[config.mk]
export PLATFORM = sky130hd
export DESIGN_NAME = lottery_draw
export DESIGN_NICKNAME = d
export VERILOG_FILES = /design/src/rtl/lottery_pkg.sv /design/src/rtl/lottery_lfsr.sv /design/src/rtl/lottery_draw.sv
export SDC_FILE = /design/constraint.sdc
export NUM_CORES = 1
export LEC_CHECK = 0
export CAP_MARGIN = 10
export CORE_MARGIN = 4
export CORE_UTILIZATION = 58
export CTS_CLUSTER_DIAMETER = 60
export CTS_CLUSTER_SIZE = 24
export DETAILED_ROUTE_END_ITERATION = 12
export HOLD_SLACK_MARGIN = 0.05
export PLACE_DENSITY = 0.84
export SLEW_MARGIN = 20
export SYNTH_ARGS = -nofsm -noshare
export SYNTH_HDL_FRONTEND = slang
export SYNTH_SLANG_ARGS = --single-unit
export TNS_END_PERCENT = 5
[constraint.sdc]
create_clock -name clk -period 3.76 [get_ports clk]
set_clock_uncertainty 0.05 [all_clocks]
set_input_delay 0.752 -clock clk [delete_from_list [all_inputs] [get_ports clk]]
set_output_delay 0.752 -clock clk [all_outputs]
set_load 0.01 [all_outputs]
[src/rtl/lottery_pkg.sv]
// Shared types and LFSR helpers for the multi-winner lottery draw.
// The LFSRs shift right: the feedback bit enters at the MSB and taps sit at bit (W - exponent).
package lottery_pkg;

  typedef enum logic [1:0] {OPEN, DRAW, PRESENT, DONE} state_t;

  // x^16+x^14+x^13+x^11+1 -> bits 0,2,3,5 ; x^32+x^22+x^2+x^1+1 -> bits 0,10,30,31
  localparam logic [15:0] LFSR_TAPS_16 = 16'h002D;
  localparam logic [31:0] LFSR_TAPS_32 = 32'hC000_0401;

  function automatic logic [31:0] lfsr_next(input int unsigned width, input logic [31:0] value);
    logic [31:0] taps;
    logic        fb;
    logic [31:0] res;
    taps = (width == 32) ? LFSR_TAPS_32 : {16'h0000, LFSR_TAPS_16};
    fb   = ^(value & taps);
    if (width == 32) res = {fb, value[31:1]};
    else             res = {16'h0000, fb, value[15:1]};
    return res;
  endfunction

endpackage

[src/rtl/lottery_lfsr.sv]
// Free-running Fibonacci LFSR with a seed-load port; a zero seed becomes 1 so it can never lock up.
module lottery_lfsr
  import lottery_pkg::*;
#(
  parameter int                LFSR_W    = 16,
  parameter logic [LFSR_W-1:0] SEED_INIT = 'hACE1
)(
  input  logic              clk,
  input  logic              reset,
  input  logic [LFSR_W-1:0] seed,
  input  logic              seed_load,
  output logic [LFSR_W-1:0] q
);

  logic [LFSR_W-1:0] q_reg, q_next;

  always_comb begin
    q_next = LFSR_W'(lfsr_next(LFSR_W, 32'(q_reg)));
    if (seed_load) q_next = (seed == '0) ? LFSR_W'(1) : seed;
  end

  always_ff @(posedge clk) begin
    if (reset) q_reg <= SEED_INIT;
    else       q_reg <= q_next;
  end

  assign q = q_reg;

endmodule

[src/rtl/lottery_draw.sv]
// Ticket registration followed by a seeded draw of NUM_WINNERS distinct eligible tickets,
// each presented over a valid/ready handshake.
module lottery_draw
  import lottery_pkg::*;
#(
  parameter int                MAX_ENTRIES = 32,
  parameter int                ID_W        = $clog2(MAX_ENTRIES),
  parameter int                NUM_WINNERS = 3,
  parameter int                LFSR_W      = 16,
  parameter logic [LFSR_W-1:0] SEED_INIT   = 'hACE1,
  parameter bit                AUTO_DRAW   = 1'b1
)(
  input  logic              clk,
  input  logic              reset,
  input  logic [LFSR_W-1:0] seed,
  input  logic              seed_load,
  input  logic              write,
  input  logic              luckybit,
  input  logic              stop,
  output logic [ID_W:0]     id,
  output logic              full,
  output logic              busy,
  output logic              winner_valid,
  input  logic              winner_ready,
  output logic [ID_W-1:0]   winner_id,
  output logic [ID_W:0]     winner_ord,
  output logic              draw_done,
  output logic              short_draw
);

  localparam logic [ID_W:0]   CAPACITY = (ID_W+1)'(MAX_ENTRIES);
  localparam logic [ID_W:0]   LAST_ORD = (ID_W+1)'(NUM_WINNERS - 1);
  localparam logic [ID_W-1:0] LAST_TRY = ID_W'(MAX_ENTRIES - 1);

  logic [LFSR_W-1:0] lfsr_q;
  logic              unused_lfsr_bits;

  state_t                 state_reg, state_next;
  logic [ID_W:0]          id_reg, id_next, ord_reg, ord_next;
  logic [MAX_ENTRIES-1:0] lucky_reg, lucky_next, won_reg, won_next, elig;
  logic [ID_W-1:0]        probe_reg, probe_next, tries_reg, tries_next;
  logic [ID_W-1:0]        winner_reg, winner_next;
  logic                   short_reg, short_next;

  lottery_lfsr #(.LFSR_W(LFSR_W), .SEED_INIT(SEED_INIT)) u_lfsr (
    .clk       (clk),
    .reset     (reset),
    .seed      (seed),
    .seed_load (seed_load),
    .q         (lfsr_q)
  );

  assign unused_lfsr_bits = ^lfsr_q[LFSR_W-1:ID_W];

  // A ticket can win only if registered, lucky and not already drawn.
  for (genvar gi = 0; gi < MAX_ENTRIES; gi++) begin : g_elig
    assign elig[gi] = lucky_reg[gi] && !won_reg[gi] && (id_reg > (ID_W+1)'(gi));
  end

  always_comb begin
    state_next  = state_reg;
    id_next     = id_reg;
    ord_next    = ord_reg;
    lucky_next  = lucky_reg;
    won_next    = won_reg;
    probe_next  = probe_reg;
    tries_next  = tries_reg;
    winner_next = winner_reg;
    short_next  = short_reg;
    unique case (state_reg)
      OPEN: begin
        if (write && id_reg != CAPACITY) begin
          lucky_next[id_reg[ID_W-1:0]] = luckybit;
          id_next = id_reg + 1'b1;
        end
        if (stop || (AUTO_DRAW && id_reg == CAPACITY)) begin
          state_next = DRAW;
          probe_next = lfsr_q[ID_W-1:0];
          tries_next = '0;
        end
      end
      DRAW: begin
        if (elig[probe_reg]) begin
          winner_next = probe_reg;
          state_next  = PRESENT;
        end else if (tries_reg == LAST_TRY) begin
          state_next = DONE;
          short_next = 1'b1;
        end else begin
          probe_next = probe_reg + 1'b1;
          tries_next = tries_reg + 1'b1;
        end
      end
      PRESENT: begin
        if (winner_ready) begin
          won_next[winner_reg] = 1'b1;
          ord_next = ord_reg + 1'b1;
          if (ord_reg == LAST_ORD) begin
            state_next = DONE;
          end else begin
            state_next = DRAW;
            probe_next = lfsr_q[ID_W-1:0];
            tries_next = '0;
          end
        end
      end
      DONE: ;
      default: state_next = OPEN;
    endcase
  end

  always_ff @(posedge clk) begin
    if (reset) begin
      state_reg  <= OPEN;
      id_reg     <= '0;
      ord_reg    <= '0;
      lucky_reg  <= '0;
      won_reg    <= '0;
      probe_reg  <= '0;
      tries_reg  <= '0;
      winner_reg <= '0;
      short_reg  <= 1'b0;
    end else begin
      state_reg  <= state_next;
      id_reg     <= id_next;
      ord_reg    <= ord_next;
      lucky_reg  <= lucky_next;
      won_reg    <= won_next;
      probe_reg  <= probe_next;
      tries_reg  <= tries_next;
      winner_reg <= winner_next;
      short_reg  <= short_next;
    end
  end

  assign id           = id_reg;
  assign full         = (id_reg == CAPACITY);
  assign busy         = (state_reg == DRAW) || (state_reg == PRESENT);
  assign winner_valid = (state_reg == PRESENT);
  assign winner_id    = winner_reg;
  assign winner_ord   = ord_reg;
  assign draw_done    = (state_reg == DONE);
  assign short_draw   = short_reg;

endmodule

==> impl_metrics.tcl <==
set metrics [dict create \
    antenna_cells 0 \
    netlist_area_um2 5513 \
    io_buffers 44 \
    cp_slowest_cell "dfxtp_1" \
    leakagePower_nw 2.199 \
    cp.required_ns 3.98 \
    ys_types 68 \
    cts_root_buffer "clkbuf_8" \
    hold_buffers 0 \
    tightest_slew_ns 0.9835 \
    drt_iter0_markers 512 \
    max_stage_delay_ns 0.56 \
    synthesis.nets 700 \
    relSlewSlack 0.3383 \
    dr.pass1.iters 5 \
    worstHoldStart "u_lfsr.q[7]$_SDFF_PP1_" \
    synthArstFlopShare 0 \
    cts_resized 0 \
    fin_nets 719 \
    hold_viol 0 \
    num_vias 4948 \
    min_period_ns 3.458 \
    grt_pass1_wl_um 24360 \
    hold-path-cell-count 2 \
    post-route-drc-count 0 \
    die_area_um2 11130 \
    track_usage 0.2702 \
    status "finished, final reports clean" \
    synth_enable_flop_cells 0 \
    synth-seq-cells 110 \
    fillerInstances 791 \
    yosys_warnings 0 \
    crit_buf_inv 1 \
    vias_per_cell 6.071 \
    reg2reg_slack_ns 0.30 \
    num_io_pins 45 \
    max_cap_viol_count 0 \
    syn_inst 662 \
    cts.clk_slew.worst_paths_ns 0.11 \
    cts-htree-levels 3 \
    cp_top_family "compound AO/OA/AOI/OAI gates" \
    clock_sinks 110 \
    syn_to_final_growth_pct 12.12 \
    drive_above_1_share 0.06268 \
    grt_pass1_vias 4813 \
    p_seq_frac 0.482 \
    core_area_um2 9240 \
    synth_top_flop_cell "dfxtp_1" \
    cts_setup_buffers 0 \
    power_density_nw_per_um2 434.9 \
    r2r_cells 9 \
    combPwrFrac 0.237 \
    layout_setup_ws_ns 0.3017 \
    start_util 0.5966 \
    path_max_fanout 13 \
    gp_congestion 1.001 \
    crit_arrival_ns 3.68 \
    antenna_found_initial 0 \
    tritoncts "yes" \
    clock_latency_ns 0.39 \
    r2r-start "id[0]$_SDFFE_PP0P_" \
    avgSynthCellArea_um2 8.327 \
    max_freq_mhz 289.2 \
    switching_power_w 0.0009136 \
    postRouteAntennaNets 0 \
    routed_wl_um 14910 \
    grt_overflow 0 \
    rows 35 \
    start_kind "register" \
    rsz0062_at_grt "no" \
    path_cells "inv_1, ha_1, a21bo_2, a2111oi_0, a311oi_1, o22ai_1, o2bb2ai_1, nor4b_1, mux2_2" \
    dpl.hpwl_um 10480 \
    finish.utilization 0.6689 \
    numCtsBuffers 9 \
    ir_drop_uv 241.1 \
    setup.worst_path.class "register to register" \
    clkPwrFrac 0.281 \
    grt_max_degree 51 \
    die_h_um 105.5 \
    wl_per_cell_um 18.29 \
    tns_ns 0 \
    die_x_um 105.5 \
    max-clock-path-buffers 2 \
    switching_share 0.3398 \
    setup_viol 0 \
    min_to "u_lfsr.q[6]$_SDFF_PP1_" \
    dp_slack_ns 0.4152 \
    fin_crit_sh 0.9198 \
    slew_viol_final 0 \
    ys_seq_area_frac 0.3995 \
    r2r_end "tries_reg[0]$_SDFFE_PP0P_" \
    hold_class "register to register" \
    end_kind "register" \
    p_int_w 0.001775 \
]
## cell usage in the layout (no fill, tap or decap), types with 9 or more instances in the layout
cell type	count
o21ai_0	10
ha_1	15
dfxtp_1	110
nand3_1	13
nand4_1	9
nand2_1	43
nor3_1	14
clkdlybuf4s50_1	42
nor3b_1	9
inv_1	22
mux2i_1	48
nor2_1	123
a21oi_1	50
nand2b_1	9
clkbuf_8	9
## final cells by class
type	instances	area [um2]	share of cell area
clock buffers	10	127.6	0.02065
clock inverters	6	78.83	0.01275
inverters	23	86.33	0.01397
multi-input cells	485	3034	0.4909
flip-flops and latches	110	2202	0.3563
well taps	129	161.4	0.02611
repair buffers	52	490.5	0.07935
## kinds of logic (layout without fill, tap and decap cells)
family,count (synthesis),in the layout,synth area share
buffers and inverters,67,91,0.05016
flip-flops,110,110,0.3995
XOR/XNOR,11,11,0.01748
adder cells (fa/ha/maj),15,15,0.03404
AO/OA/AOI/OAI,135,135,0.1652
AND/OR/NAND/NOR,274,274,0.2424
multiplexers,50,50,0.09124
## power groups by stage
| stage | clock (W) | sequential (W) | combinational, W |
|---|---|---|---|
| CTS | 0.000767 | 0.00129 | 0.000626 |
| floorplan | 0 | 0.00128 | 0.000447 |
| global placement | 0 | 0.00131 | 0.000604 |
| global route | 0.000810 | 0.00130 | 0.000686 |
| finish | 0.000756 | 0.00129 | 0.000637 |
| detailed placement | 0 | 0.00132 | 0.000622 |
## per-layer routing
metal,vias to the layer above,track usage,part of all wire
li1,2378,-,-
met1,2309,0.3545,0.43
met2,217,0.4444,0.46
met3,44,0.05266,0.083
met4,0,0.09436,0.026
met5,-,0,0
## cell usage after synthesis (all sizes together) (7+ instances only)
master / count / area [um2]
nor3b: 9 / 67.56
inv: 22 / 82.58
dfxtp: 110 / 2202
nand3: 14 / 75.07
a31oi: 8 / 50.05
nand4: 9 / 56.30
a21oi: 51 / 259.0
buf: 14 / 77.57
nand2: 43 / 161.4
nor3: 14 / 70.07
nor2: 123 / 461.7
a211oi: 7 / 52.55
ha: 15 / 187.7
clkbuf: 30 / 112.6
nor2b: 7 / 43.79
mux2i: 48 / 480.5
o21ai: 11 / 66.32
o211ai: 8 / 60.06
nor4: 9 / 62.56
nand2b: 9 / 56.30
## tightest hold or removal path: stages, from the launching register on
cell and delay [ns]:
dfxtp_1 0.32, mux2i_1 0.06, nand2_1 0.06
## worst max-delay path by stage
stage	startpoint	cells after the start	end
global placement	id[0]$_SDFFE_PP0P_	9	state_reg[1]$_SDFFE_PP0P_
global route	id[0]$_SDFFE_PP0P_	9	state_reg[1]$_SDFFE_PP0P_
finish	id[0]$_SDFFE_PP0P_	9	tries_reg[0]$_SDFFE_PP0P_
CTS	id[0]$_SDFFE_PP0P_	9	state_reg[1]$_SDFFE_PP0P_
floorplan	id[1]$_SDFFE_PP0P_	12	probe_reg[0]$_SDFFE_PP0P_
detailed placement	id[0]$_SDFFE_PP0P_	9	state_reg[1]$_SDFFE_PP0P_
## stage by stage
stage	area [um2]	std cells	power, W	hold WS, ns
2_1_floorplan	5513	662	0.001724	0.3677
3_3_place_gp	5979	799	0.001918	0.3719
3_5_place_dp	5979	799	0.001941	0.3814
4_1_cts	6186	815	0.002685	0.4101
5_1_grt	6181	815	0.002799	0.4289
6_report	6181	815	0.002688	0.4054
(Power assumes the default switching activity.)
